--- src/rtl/row_decoder_seq_pkg.sv ---
// Shared CAM sequencing definitions: wordline FSM states, row-count derivation
// and the default phase lengths also used by the match-line sequencer.
package row_decoder_seq_pkg;

    typedef enum logic [1:0] {
        ST_IDLE,
        ST_PRE,
        ST_WLON,
        ST_FIN
    } row_seq_state_e;

    localparam int DEF_PRE_CYC = 1;
    localparam int DEF_WL_CYC  = 2;

    function automatic int rows_of(input int addr_w);
        return 1 << addr_w;
    endfunction

    // One shared phase counter; it must hold the longer phase length minus one.
    function automatic int phase_cnt_w(input int pre_cyc, input int wl_cyc);
        int longest;
        longest = (pre_cyc > wl_cyc) ? pre_cyc : wl_cyc;
        return (longest > 1) ? $clog2(longest) : 1;
    endfunction

endpackage

--- src/rtl/row_decoder_seq_onehot_dec.sv ---
// Combinational ADDR_W-to-ROWS one-hot decoder with enable; the parent
// registers its output so the wordlines never see decode glitches.
module row_onehot_dec
    import row_decoder_seq_pkg::*;
#(
    parameter int   ADDR_W = 2,
    localparam int  ROWS   = rows_of(ADDR_W)
) (
    input  logic [ADDR_W-1:0] addr,
    input  logic              en,
    output logic [ROWS-1:0]   onehot
);

    always_comb begin
        onehot = '0;
        if (en) begin
            onehot[addr] = 1'b1;
        end
    end

endmodule

--- src/rtl/row_decoder_seq.sv ---
// Handshaked row decoder and wordline sequencer: precharge, then a timed
// wordline pulse on one row or on an ascending sweep of rows.
//
// state   | meaning
// --------+---------------------------------------------------------------
// ST_IDLE | ready for a request while E is high
// ST_PRE  | bitline precharge, PRE_CYC cycles
// ST_WLON | wordline of row_q high, WL_CYC cycles; next row or finish
// ST_FIN  | one-cycle DONE pulse
module row_decoder_seq
    import row_decoder_seq_pkg::*;
#(
    parameter int   ADDR_W  = 2,
    parameter int   PRE_CYC = DEF_PRE_CYC,
    parameter int   WL_CYC  = DEF_WL_CYC,
    localparam int  ROWS    = rows_of(ADDR_W)
) (
    input  logic              CLK,
    input  logic              RST,
    input  logic              E,
    input  logic              REQ_V,
    output logic              REQ_R,
    input  logic              MODE,
    input  logic [ADDR_W-1:0] ADDR,
    output logic              PRE,
    output logic [ROWS-1:0]   WL,
    output logic [ADDR_W-1:0] ROW_IDX,
    output logic              BUSY,
    output logic              DONE
);

    localparam int CNT_W = phase_cnt_w(PRE_CYC, WL_CYC);
    localparam logic [CNT_W-1:0]  PRE_LOAD = CNT_W'(PRE_CYC - 1);
    localparam logic [CNT_W-1:0]  WL_LOAD  = CNT_W'(WL_CYC - 1);
    localparam logic [ADDR_W-1:0] ROW_LAST = '1;

    row_seq_state_e    state_q, state_d;
    logic [CNT_W-1:0]  cnt_q, cnt_d;
    logic [ADDR_W-1:0] row_q, row_d;
    logic              mode_q, mode_d;
    logic              pre_q, pre_d;
    logic [ROWS-1:0]   wl_q, wl_d;
    logic              done_q, done_d;
    logic              busy_q, busy_d;

    always_comb begin
        state_d = state_q;
        cnt_d   = cnt_q;
        row_d   = row_q;
        mode_d  = mode_q;
        // With E low everything holds; the registered outputs below drop to 0.
        if (E) begin
            unique case (state_q)
                ST_IDLE: begin
                    if (REQ_V) begin
                        state_d = ST_PRE;
                        cnt_d   = PRE_LOAD;
                        row_d   = ADDR;
                        mode_d  = MODE;
                    end
                end
                ST_PRE: begin
                    if (cnt_q == '0) begin
                        state_d = ST_WLON;
                        cnt_d   = WL_LOAD;
                    end else begin
                        cnt_d = cnt_q - 1'b1;
                    end
                end
                ST_WLON: begin
                    if (cnt_q != '0) begin
                        cnt_d = cnt_q - 1'b1;
                    end else if (mode_q && (row_q != ROW_LAST)) begin
                        state_d = ST_PRE;
                        cnt_d   = PRE_LOAD;
                        row_d   = row_q + 1'b1;
                    end else begin
                        state_d = ST_FIN;
                        cnt_d   = '0;
                    end
                end
                ST_FIN: begin
                    state_d = ST_IDLE;
                end
                default: begin
                    state_d = ST_IDLE;
                end
            endcase
        end
    end

    always_comb begin
        pre_d  = E && (state_d == ST_PRE);
        done_d = E && (state_d == ST_FIN);
        busy_d = (state_d != ST_IDLE);
    end

    row_onehot_dec #(
        .ADDR_W (ADDR_W)
    ) u_dec (
        .addr   (row_d),
        .en     (E && (state_d == ST_WLON)),
        .onehot (wl_d)
    );

    always_ff @(posedge CLK) begin
        if (RST) begin
            state_q <= ST_IDLE;
            cnt_q   <= '0;
            row_q   <= '0;
            mode_q  <= 1'b0;
            pre_q   <= 1'b0;
            wl_q    <= '0;
            done_q  <= 1'b0;
            busy_q  <= 1'b0;
        end else begin
            state_q <= state_d;
            cnt_q   <= cnt_d;
            row_q   <= row_d;
            mode_q  <= mode_d;
            pre_q   <= pre_d;
            wl_q    <= wl_d;
            done_q  <= done_d;
            busy_q  <= busy_d;
        end
    end

    assign REQ_R   = E && (state_q == ST_IDLE);
    assign PRE     = pre_q;
    assign WL      = wl_q;
    assign ROW_IDX = row_q;
    assign BUSY    = busy_q;
    assign DONE    = done_q;

endmodule

--- config.mk ---
export PLATFORM = sky130hd
export DESIGN_NAME = row_decoder_seq
export DESIGN_NICKNAME = d
export VERILOG_FILES = /design/src/rtl/row_decoder_seq_pkg.sv /design/src/rtl/row_decoder_seq_onehot_dec.sv /design/src/rtl/row_decoder_seq.sv
export SDC_FILE = /design/constraint.sdc
export NUM_CORES = 1
export LEC_CHECK = 0
export CAP_MARGIN = 20
export CELL_PAD_IN_SITES_DETAIL_PLACEMENT = 1
export CELL_PAD_IN_SITES_GLOBAL_PLACEMENT = 1
export CORE_UTILIZATION = 36
export DETAILED_ROUTE_END_ITERATION = 8
export GPL_ROUTABILITY_DRIVEN = 0
export MAX_ROUTING_LAYER = met4
export PLACE_DENSITY = 0.9
export SLEW_MARGIN = 20
export SYNTH_ARGS = -nofsm -noshare
export SYNTH_HDL_FRONTEND = slang
export SYNTH_SLANG_ARGS = --single-unit
--- constraint.sdc ---
create_clock -name CLK -period 3.1 [get_ports CLK]
set_clock_uncertainty 0.05 [all_clocks]
set_input_delay 0.465 -clock CLK [delete_from_list [all_inputs] [get_ports CLK]]
set_output_delay 0.465 -clock CLK [all_outputs]
set_load 0.005 [all_outputs]
# Word-level counts from Yosys, hierarchy flattened
# Index checks and enable logic that the tools add are counted.
[word_totals]
regBits = 13
latch_bits = 0
mem_bits_rw = 0
mem_bits_ro = 0
in_bits = 7
n_memories = 0
[classes]
add_sub_neg = 2
mul = 0
n_div = 0
n_lt_le_gt_ge = 2
n_eq_ne = 8
n_shift = 0
mux = 17
bitwise_logic = 1
reduce_logical = 12
[ops]
columns = ["op", "count"]
rows = [
  ["$mux 2", 9],
  ["$eq 2x2->1 const B", 4],
  ["$pmux 2 s4", 1],
  ["$logic_and 1x1->1", 6],
  ["$reduce_and 3->1", 2],
  ["$eq 2x1->1 const B", 2],
  ["$mux 1", 4],
  ["$ne 2x2->1 const B", 2],
  ["$pmux 2 s2", 1],
  ["$lt 2x3->1 const B", 1],
  ["$pmux 1 s3", 1],
  ["$reduce_bool 3->1", 1],
  ["$add 2x1->2 const B", 1],
  ["$demux 1 s2", 1],
  ["$ge 2x1->1 const B", 1],
  ["$logic_not 2->1", 1],
  ["$reduce_bool 2->1", 1],
  ["$reduce_or 2->1", 1],
  ["$not 1->1", 1],
  ["$sub 1x1->1 const B", 1],
]

# Logic depth before layout (Yosys ltp)
# Gate-level depths: netlist of the first run.
[depth]
word_depth = 10
mapped_depth = 5
ltp_nobuf = 5

# Hierarchy
# A second synthesis of the first run with hierarchy kept.
[hier_totals]
hier_cells = 71
area_unflattened_um2 = 690.7
[modules_own_cells]
columns = ["module", "n_inst", "cells_each", "area_each_um2", "seq_area_each_um2"]
rows = [
  ["row_decoder_seq", 1, 67, 653.1, 260.2],
  ["row_onehot_dec", 1, 4, 37.5, 0.0],
]

# Worst setup path after synthesis of the first run
# Ideal clock, no wire load.
[synth_timing]
kind = "register to register"
startpoint = "reg row_q[0] (netlist: ROW_IDX[0])"
endpoint = "reg wl_q[0] (netlist: WL[0])"
setup_ps = 59
arrival_ps = 1766
required_ps = 2991
path_slack_ps = 1225
path_stages_with_launch = 6
synth_period_minus_slack_ps = 1875
path_cell_list = "dfxtp_1 > ha_1 > or3b_4 > a211o_1 > a221oi_2 > and3_2"
[synth_via]
elab_chain_len = 10
[synth_lines]
columns = ["item", "line", "rtl"]
rows = [
  ["start: declaration", "row_decoder_seq.sv:39", "logic [ADDR_W-1:0] row_q, row_d;"],
  ["start signal: assignment", "row_decoder_seq.sv:119", "row_q <= row_d;"],
  ["parallel branches: the longest is 10 deep, another holds $lt 2x3->1", "--", ""],
  ["end signal: assignment", "row_decoder_seq.sv:122", "wl_q <= wl_d;"],
  ["end: declaration", "row_decoder_seq.sv:42", "logic [ROWS-1:0] wl_q, wl_d;"],
]
# Parallel ways; which one is timed is not known.
# A chain may end at the register's enable or synchronous reset.

# Worst setup path after layout of the first run
[layout_timing]
startpoint = "in E"
endpoint = "out REQ_R"
[layout_via]
elab_chain_len = 1
[layout_lines]
columns = ["item", "line", "rtl"]
rows = [
  ["start: declaration", "row_decoder_seq.sv:20", "input logic E,"],
  ["$logic_and 1x1->1", "row_decoder_seq.sv:128", "assign REQ_R = E && (state_q == ST_IDLE);"],
  ["end: declaration", "row_decoder_seq.sv:22", "output logic REQ_R,"],
]
# Every way passes these cells.

==> impl_metrics.toml, run 1 <==
[run_status]
status = "finished clean"

[critical_path]
worstSetupStartpointType = "primary input"
crit_family = "buffers and inverters"
worstSetupEndpointType = "output port"
cp.required_ps = 2580
crit_buf_inv = 2
cp.arrival_ps = 1920
path_common_cell = "clkdlybuf4s50_1"
worstPathCellList = "clkdlybuf4s50_1 -> nor3b_1 -> clkdlybuf4s50_1"
max_stage_delay_ps = 620
cp_max_fo = 9
cpMaxStageDelayCell = "clkdlybuf4s50_1"
path_class = "primary input to output port"

[floorplanning]
die_x_um = 42.7
coreArea_um2 = 1520
die-area_um2 = 1820
die_height_um = 42.7
start_util = 0.392
ios = 17
fp-row-count = 14

[sta]
rsz0062_at_grt = "no"
fin_setup_tns_ps = 0
period_share = 0.786
worst_slack_ps = 664
final_max_slew_viol_count = 0
fmax_mhz = 411
final_hold_viol_count = 0
whs_ps = 445
worst_slew_pin_slew_ps = 451
slew_headroom = 0.699
finalSetupViolations = 0
layout_min_cycle_time_ps = 2440

[cells_and_area]
finalCoreUtilization = 0.515
drive_above_1_share = 0.127
n_antenna_cell = 0
final_common_cell = "clkdlybuf4s50_1"
final_nets = 88
fin_cells = 95
layout_common_cells = "16 x clkdlybuf4s50_1, 13 x dfxtp_1, 9 x nor2_1"
area_growth_pct = 31.4

[pwr]
pwr-share-clk = 0.295
internal_power_uw = 266
p_per_area_nw_per_um2 = 466
p_leak_nw = 0.295
power_switching_uw = 99.2
switching_share = 0.271
sequentialPowerShare = 0.516
power_frac_comb = 0.189
peakVddDrop_mv = 0.229

[run]
max_cap_viol_count = 0

[clock_network]
clockBufferDepth = 2
clkLatencyLatePin_ps = 280
post_cts_resized = 0
cts_max_level = 1
clock_sinks = 13
cts_tree = "built"
postCtsSetupRepairBufs = 0
path_clk_slew_ps = 80
numCtsBuffers = 3
cts_root_buf = "clkbuf_4"
hold_buffers = 0

[synthesis]
syn_nets = 70
netlist_area_um2 = 597
synth_area_per_cell_um2 = 9.63
ys_warn_count = 0
synth_cell_types = 31
postSynthCellCount = 62
yosysSeqAreaShare = 0.436
synth_seq_cells = 13

[detailed_routing]
drt_iter0_drc = 6
ant_nets = 0
drcViolationCount = 0
avgViaCountPerCell = 5.44
num_vias = 517
wl_per_cell_um = 14.4
dr.pass1.iters = 4
routed_wl_mm = 1.37

[worst_hold_path]
hold_class = "flop to flop"

[place]
pre_cts_slack_ps = 674
hpwlAfterDp_um = 945
port_buffers = 16
dp.cells = 91

[grt]
grtUsageTotal = 0.183
grt_pass1_vias = 512
grt_pass1_wl_mm = 2.35
antenna_found_initial = 0
grt_overflow = 0
grt_max_degree = 14
[worst paths after layout]
kind / startpoint / to / slack (ps) / depth (start not counted)
worst max-delay path: E / REQ_R / 660 / 3
worst min-delay path: mode_q / mode_q / 450 / 2
worst max register to register: ROW_IDX[0] / WL[0] / 1060 / 5
worst min register to register: mode_q / mode_q / 450 / 2
[through the flow]
step | area (µm²) | total power, mW
final | 785 | 0.365
after floorplan | 597 | 0.231
after global placement | 758 | 0.259
after global routing | 785 | 0.388
after CTS | 785 | 0.369
after detailed placement | 758 | 0.261
[cell families after synthesis]
logic type | after synthesis | share of synthesized area
and+or+nand+nor | 31 | 0.321
DFF | 13 | 0.436
AOI/OAI and AO/OA | 11 | 0.161
buffers and inverters | 5 | 0.0440
muxes | 1 | 0.0168
adders and majority gates | 1 | 0.0210
[synthesized netlist by cell type]
cell type  count  share of area
dfxtp_1       13           0.44
nor2_1         9          0.057
nor3b_1        4          0.050
nand2_1        3          0.019
a221oi_1       2          0.029
a221oi_2       2          0.050
clkbuf_1       2          0.013
inv_1          2          0.013
nor3_1         2          0.017
o21ai_0        2          0.017
a211o_1        1          0.015
a21oi_1        1         0.0084
a22oi_1        1          0.013
a2bb2oi_1      1          0.015
and2_1         1          0.010
and3_2         1          0.013
and3b_1        1          0.015
and3b_2        1          0.017
and4bb_2       1          0.021
buf_6          1          0.019
ha_1           1          0.021
mux2i_1        1          0.017
nand2b_1       1          0.010
nand4b_1       1          0.015
nor2b_1        1          0.010
nor4b_1        1          0.015
o32ai_1        1          0.015
or2_2          1          0.010
or2b_1         1          0.013
or3_1          1          0.010
or3b_4         1          0.019
[registers in the layout, indices dropped and copies added (netlist names)]
signal and flops:
WL 4, DONE 1, mode_q 1, PRE 1
state_q 2, BUSY 1, ROW_IDX 2, cnt_q 1
[final cells by class]
| cell class | count | area [µm²] |
|---|---|---|
| clock buffers | 4 | 26.3 |
| fillers | 182 | 739 |
| inverters | 2 | 7.51 |
| multi-input cells | 44 | 310 |
| flip-flops and latches | 13 | 260 |
| well taps | 16 | 20.0 |
| repair buffers | 16 | 160 |
[worst min-delay path, cell delays in order (launching register included)]
cell     delay (ps)
dfxtp_1         330
mux2i_1          60
nor2_1           70
[layer usage]
| layer | up-vias | share of wire | track usage |
|---|---|---|---|
| li1 | 257 | - | - |
| met1 | 241 | 0.47 | 0.219 |
| met2 | 17 | 0.47 | 0.288 |
| met3 | 2 | 0.045 | 0.0511 |
| met4 | 0 | 0.0095 | 0.0750 |
| met5 | - | 0 | - |
[power groups by stage]
stage / Clock (mW) / Sequential (mW) / Combinational, mW
floorplan: 0 / 0.185 / 0.0455
global placement: 0 / 0.192 / 0.0669
detailed placement: 0 / 0.192 / 0.0689
CTS: 0.110 / 0.189 / 0.0697
global route: 0.121 / 0.191 / 0.0755
finish: 0.108 / 0.189 / 0.0689
No activity file was read; power rests on OpenSTA's default activity.
==> run 2, diff against run 1 <==
--- a/config.mk
+++ b/config.mk
@@ -8,11 +8,11 @@
 export CAP_MARGIN = 20
 export CELL_PAD_IN_SITES_DETAIL_PLACEMENT = 1
 export CELL_PAD_IN_SITES_GLOBAL_PLACEMENT = 1
-export CORE_UTILIZATION = 36
+export CORE_UTILIZATION = 30
 export DETAILED_ROUTE_END_ITERATION = 8
 export GPL_ROUTABILITY_DRIVEN = 0
 export MAX_ROUTING_LAYER = met4
-export PLACE_DENSITY = 0.9
+export PLACE_DENSITY = 0.82
 export SLEW_MARGIN = 20
 export SYNTH_ARGS = -nofsm -noshare
 export SYNTH_HDL_FRONTEND = slang
==> constraint.sdc (replaced) <==
create_clock -name CLK -period 2.1 [get_ports CLK]
set_clock_uncertainty 0.05 [all_clocks]
set_input_delay 0.315 -clock CLK [delete_from_list [all_inputs] [get_ports CLK]]
set_output_delay 0.315 -clock CLK [all_outputs]
set_load 0.005 [all_outputs]
==> run 2 against run 1 <==
Clock power is 46% higher. Critical path depth is 2 higher. Combinational power is 70% higher. Final area is 7.8% higher. Sequential power is 47% higher. Final cell count is 13% higher. Worst setup slack worse by 580 ps. Critical endpoint is now WL[1]. Largest power group unchanged.
==> impl_metrics.toml, run 2 (synthesis results as in run 1) <==
[cells_and_area]
fin_cells = 107
final_cell_area_um2 = 846
drive_above_1_share = 0.171
layout_common_cells = "16 x clkdlybuf4s50_1, 13 x dfxtp_1, 9 x nor2_1"
fillers = 222
area_growth_pct = 41.7
final_common_cell = "clkdlybuf4s50_1"
n_antenna_cell = 0
final_nets = 91
largest_reg_flops = 4

[detailed_routing]
num_vias = 532
ant_nets = 0
dr.pass1.iters = 4
routed_wl_mm = 1.51
drt_iter0_drc = 11
drcViolationCount = 0
wl_per_cell_um = 14.1
avgViaCountPerCell = 4.97

[pwr]
p_per_area_nw_per_um2 = 653
peakVddDrop_mv = 0.278
p_leak_nw = 0.314

[floorplanning]
coreArea_um2 = 1800
fp-row-count = 15
die_height_um = 46.6
die-area_um2 = 2170
ios = 17
start_util = 0.331
die_x_um = 46.6

[critical_path]
reg2reg_slack_ps = 80
max_stage_delay_ps = 410
path_class = "flop to flop"
worstPathCellList = "ha_1 -> or3b_4 -> a211o_1 -> a221oi_4 -> nor3b_2"
cp.arrival_ps = 2180
crit_family = "compound AO/OA/AOI/OAI gates"
crit_buf_inv = 0
cp_max_fo = 5
worstSetupEndpointType = "flop"
r2r-start = "ROW_IDX[1]"
rr_endpoint = "WL[1]"
cpMaxStageDelayCell = "or3b_4"
worstSetupStartpointType = "flop"
cp.required_ps = 2260
rr_worst_depth = 5

[clock_network]
cts_root_buf = "clkbuf_4"
clkLatencyLatePin_ps = 290
clockBufferDepth = 2
postCtsSetupRepairBufs = 0
cts_max_level = 1
clock_sinks = 13
cts_tree = "built"
path_clk_slew_ps = 70
numCtsBuffers = 3

[worst_hold_path]
hold_class = "flop to flop"
whs_path_depth = 2
min_to = "mode_q"
hp-start = "mode_q"

[sta]
rsz0062_at_grt = "yes"
layout_min_cycle_time_ps = 2020
worst_slew_pin_slew_ps = 506
final_hold_viol_count = 0
period_share = 0.961
slew_headroom = 0.658
final_max_slew_viol_count = 0
fin_setup_tns_ps = 0
fmax_mhz = 495
finalSetupViolations = 0

[place]
dp.cells = 103
placed_area_um2 = 792
port_buffers = 16
hpwlAfterDp_mm = 1.12

[run_status]
status = "finished clean"

[grt]
antenna_found_initial = 0
grt_pass1_vias = 468
grt_overflow = 0
grtUsageTotal = 0.160
grt_max_degree = 14
grt_pass1_wl_mm = 2.21

[run]
max_cap_viol_count = 0
run 2: cell count changes in the layout (fill, tap and decap cells not counted):
cell / before / now
a221oi_2: 2 / 0
buf_4: 0 / 3
nor3b_1: 4 / 3
nor3b_2: 0 / 1
a221oi_4: 0 / 2
run 2: worst register-to-register path: cells and delay by family, from the launching register on:
kind	cells	cell delay [ps]
compound gates	2	700
simple gates	2	650
flops	1	350
fa+ha+maj	1	200
run 2: report_power, final:
part,internal [mW],switching [mW],leakage (nW),total (mW)
combinational,0.0671,0.0503,0.194,0.117
sequential,0.260,0.0174,0.106,0.278
clock,0.0740,0.0837,0.0150,0.158
run 2: what timing repair did:
item	in CTS	in global routing
resized for setup	0	3
endpoints found under the setup margin	0	2
hold buffers	0	0
run 2: layer usage:
layer  vias to the layer above  GRT usage  share of wire
li1                        266          -              -
met1                       247      0.171           0.43
met2                        13      0.244           0.49
met3                         6     0.0706          0.044
met4                         0     0.0882          0.036
met5                         -          -              0
run 2: area by class of cell:
cell class                      count  area [µm²]  share of cell area
Multi-Input combinational cell     44         338               0.399
Sequential cell                    13         260               0.308
Timing Repair Buffer               19         183               0.216
Tap cell                           25        31.3              0.0370
Clock buffer                        4        26.3              0.0311
Inverter                            2        7.51             0.00888
run 2: worst max-delay path by stage:
stage | start | to | slack, ps | cells past startpoint
final | ROW_IDX[1] | WL[1] | 80 | 5
after global routing | ROW_IDX[1] | WL[1] | -30 | 5
after CTS | ROW_IDX[1] | WL[1] | 30 | 5
after detailed placement | REQ_V | WL[1] | 10 | 5
after global placement | E | WL[2] | 90 | 5
after floorplan | ROW_IDX[0] | WL[0] | 220 | 5
run 2: per-stage QoR:
| stage | hold slack (ps) | utilization | power (mW) | setup slack [ps] |
|---|---|---|---|---|
| after floorplan | 337 | - | 0.340 | 225 |
| after global placement | 419 | 0.440 | 0.387 | 94.1 |
| after detailed placement | 433 | 0.440 | 0.392 | 10.4 |
| after CTS | 453 | 0.454 | 0.543 | 30.2 |
| after global routing | 498 | 0.469 | 0.586 | -29.0 |
| final | 453 | 0.469 | 0.553 | 81.0 |
==> run 3, diff against run 2 <==
==> constraint.sdc (replaced) <==
create_clock -name CLK -period 1.8 [get_ports CLK]
set_clock_uncertainty 0.05 [all_clocks]
set_input_delay 0.27 -clock CLK [delete_from_list [all_inputs] [get_ports CLK]]
set_output_delay 0.27 -clock CLK [all_outputs]
set_load 0.005 [all_outputs]
==> run 3 against run 2 <==
First-iteration DRC count down 64%. The flow now finishes with violations (negative setup slack). Critical path type unchanged. Final area up 13%. Sequential power up 14%. Register-to-register slack worse by 160 ps. Via count up 8.1%. Power up 20%. Clock power up 11%. Critical endpoint is now WL[2]. Critical path depth up 1. Combinational power up 50%. Maximum frequency up 7.2%. Die area unchanged. Worst hold slack worse by 6.4 ps.
==> impl_metrics.toml, run 3 (synthesis results as in run 1) <==
[critical_path]
path_class = "flop to flop"
r2r-start = "ROW_IDX[0]"
rr_worst_depth = 6
cp.required_ps = 1920
worstSetupStartpointType = "flop"
cp_max_fo = 5
worstSetupEndpointType = "flop"
reg2reg_slack_ps = -80
cp.arrival_ps = 2000
rr_endpoint = "WL[2]"

[worst_hold_path]
hold_class = "flop to flop"
whs_path_depth = 2
hp-start = "mode_q"
min_to = "mode_q"

[place]
pre_cts_slack_ps = -199
port_buffers = 16
hpwlAfterDp_mm = 1.30

[clock_network]
cts_max_level = 1
hold_buffers = 0
clock_sinks = 13
clockBufferDepth = 2
path_clk_slew_ps = 80
clkLatencyLatePin_ps = 270
numCtsBuffers = 3
cts_tree = "built"
cts_root_buf = "clkbuf_4"
postCtsSetupRepairBufs = 0

[floorplanning]
die_x_um = 46.6
coreArea_um2 = 1800
start_util = 0.331
die_height_um = 46.6
fp-row-count = 15
die-area_um2 = 2170
ios = 17

[detailed_routing]
wl_per_cell_um = 13.5
ant_nets = 0
num_vias = 575
routed_wl_mm = 1.60
drt_iter0_drc = 4
avgViaCountPerCell = 4.87
dr.pass1.iters = 4
drcViolationCount = 0

[cells_and_area]
seq_area_um2 = 263
fillers = 218
multiInputGateArea_um2 = 360
final_nets = 102
n_antenna_cell = 0
drive_above_1_share = 0.333
final_common_cell = "clkdlybuf4s50_1"
largest_reg_flops = 4
layout_common_cells = "16 x clkdlybuf4s50_1, 14 x buf_4, 11 x dfxtp_1"
area_growth_pct = 59.7

[grt]
grtUsageTotal = 0.182
grt_max_degree = 10
grt_overflow = 0
grt_pass1_vias = 591
grt_pass1_wl_mm = 2.56
antenna_found_initial = 0

[sta]
worst_slack_ps = -84.0
rsz0062_at_grt = "yes"
final_hold_viol_count = 0
finalSetupViolations = 7
final_max_slew_viol_count = 0
slew_headroom = 0.669
worst_slew_pin_slew_ps = 495
fin_setup_tns_ps = -452
period_share = 1.05
layout_min_cycle_time_ps = 1880
fmax_mhz = 531

[run]
max_cap_viol_count = 0

[pwr]
peakVddDrop_mv = 0.573
p_per_area_nw_per_um2 = 699
p_leak_nw = 0.369
finalPower_uw = 666

[run_status]
failed_checks = "negative setup slack"
status = "complete, but fails checks"
==> run 3: metal layers <==
layer	wire length [µm]	track usage	vias to the layer above
met5	0	-	-
met2	800	0.297	21
met1	670	0.197	264
met4	48	0.0647	0
li1	-	-	286
met3	78	0.0706	4
==> run 3: critical path, stage by stage (launching register included) <==
cell and delay (ps):
dfxtp_2 330, ha_2 170, or3b_4 380, a211o_1 330, a221oi_4 320, buf_4 170
nor3b_2 30
==> run 3: worst max path at each step <==
stage	from	end	depth (start not counted)
after floorplan	ROW_IDX[0]	WL[0]	5
after global placement	E	WL[2]	5
after detailed placement	E	WL[2]	5
after CTS	ROW_IDX[0]	WL[2]	6
after global routing	ROW_IDX[0]	WL[1]	5
final	ROW_IDX[0]	WL[2]	6
==> run 3: what timing repair did <==
item,CTS,global route
pin swaps,1,0
setup endpoints to repair,8,8
gates resized for setup,4,0
==> run 3: final cells by class <==
| type | instances | area share |
|---|---|---|
| Timing Repair Buffer | 30 | 0.278 |
| Sequential cell | 13 | 0.276 |
| Multi-Input combinational cell | 44 | 0.378 |
| Inverter | 2 | 0.00787 |
| Tap cell | 25 | 0.0328 |
| Clock buffer | 4 | 0.0276 |
==> run 3: per-stage QoR <==
step | cells | utilization | hold WS [ps] | instance area [µm²]
global route | 118 | 0.529 | 508 | 953
finish | 118 | 0.529 | 447 | 953
floorplan | 62 | - | 285 | 622
detailed placement | 114 | 0.499 | 433 | 900
global placement | 114 | 0.499 | 419 | 900
CTS | 118 | 0.529 | 452 | 953
==> run 3: where the power goes <==
group	internal [mW]	total, mW	leakage [nW]	switching (mW)
clock network	0.0858	0.175	0.0150	0.0889
registers	0.304	0.316	0.107	0.0123
logic	0.100	0.175	0.248	0.0745
total	0.490	0.666	0.369	0.176
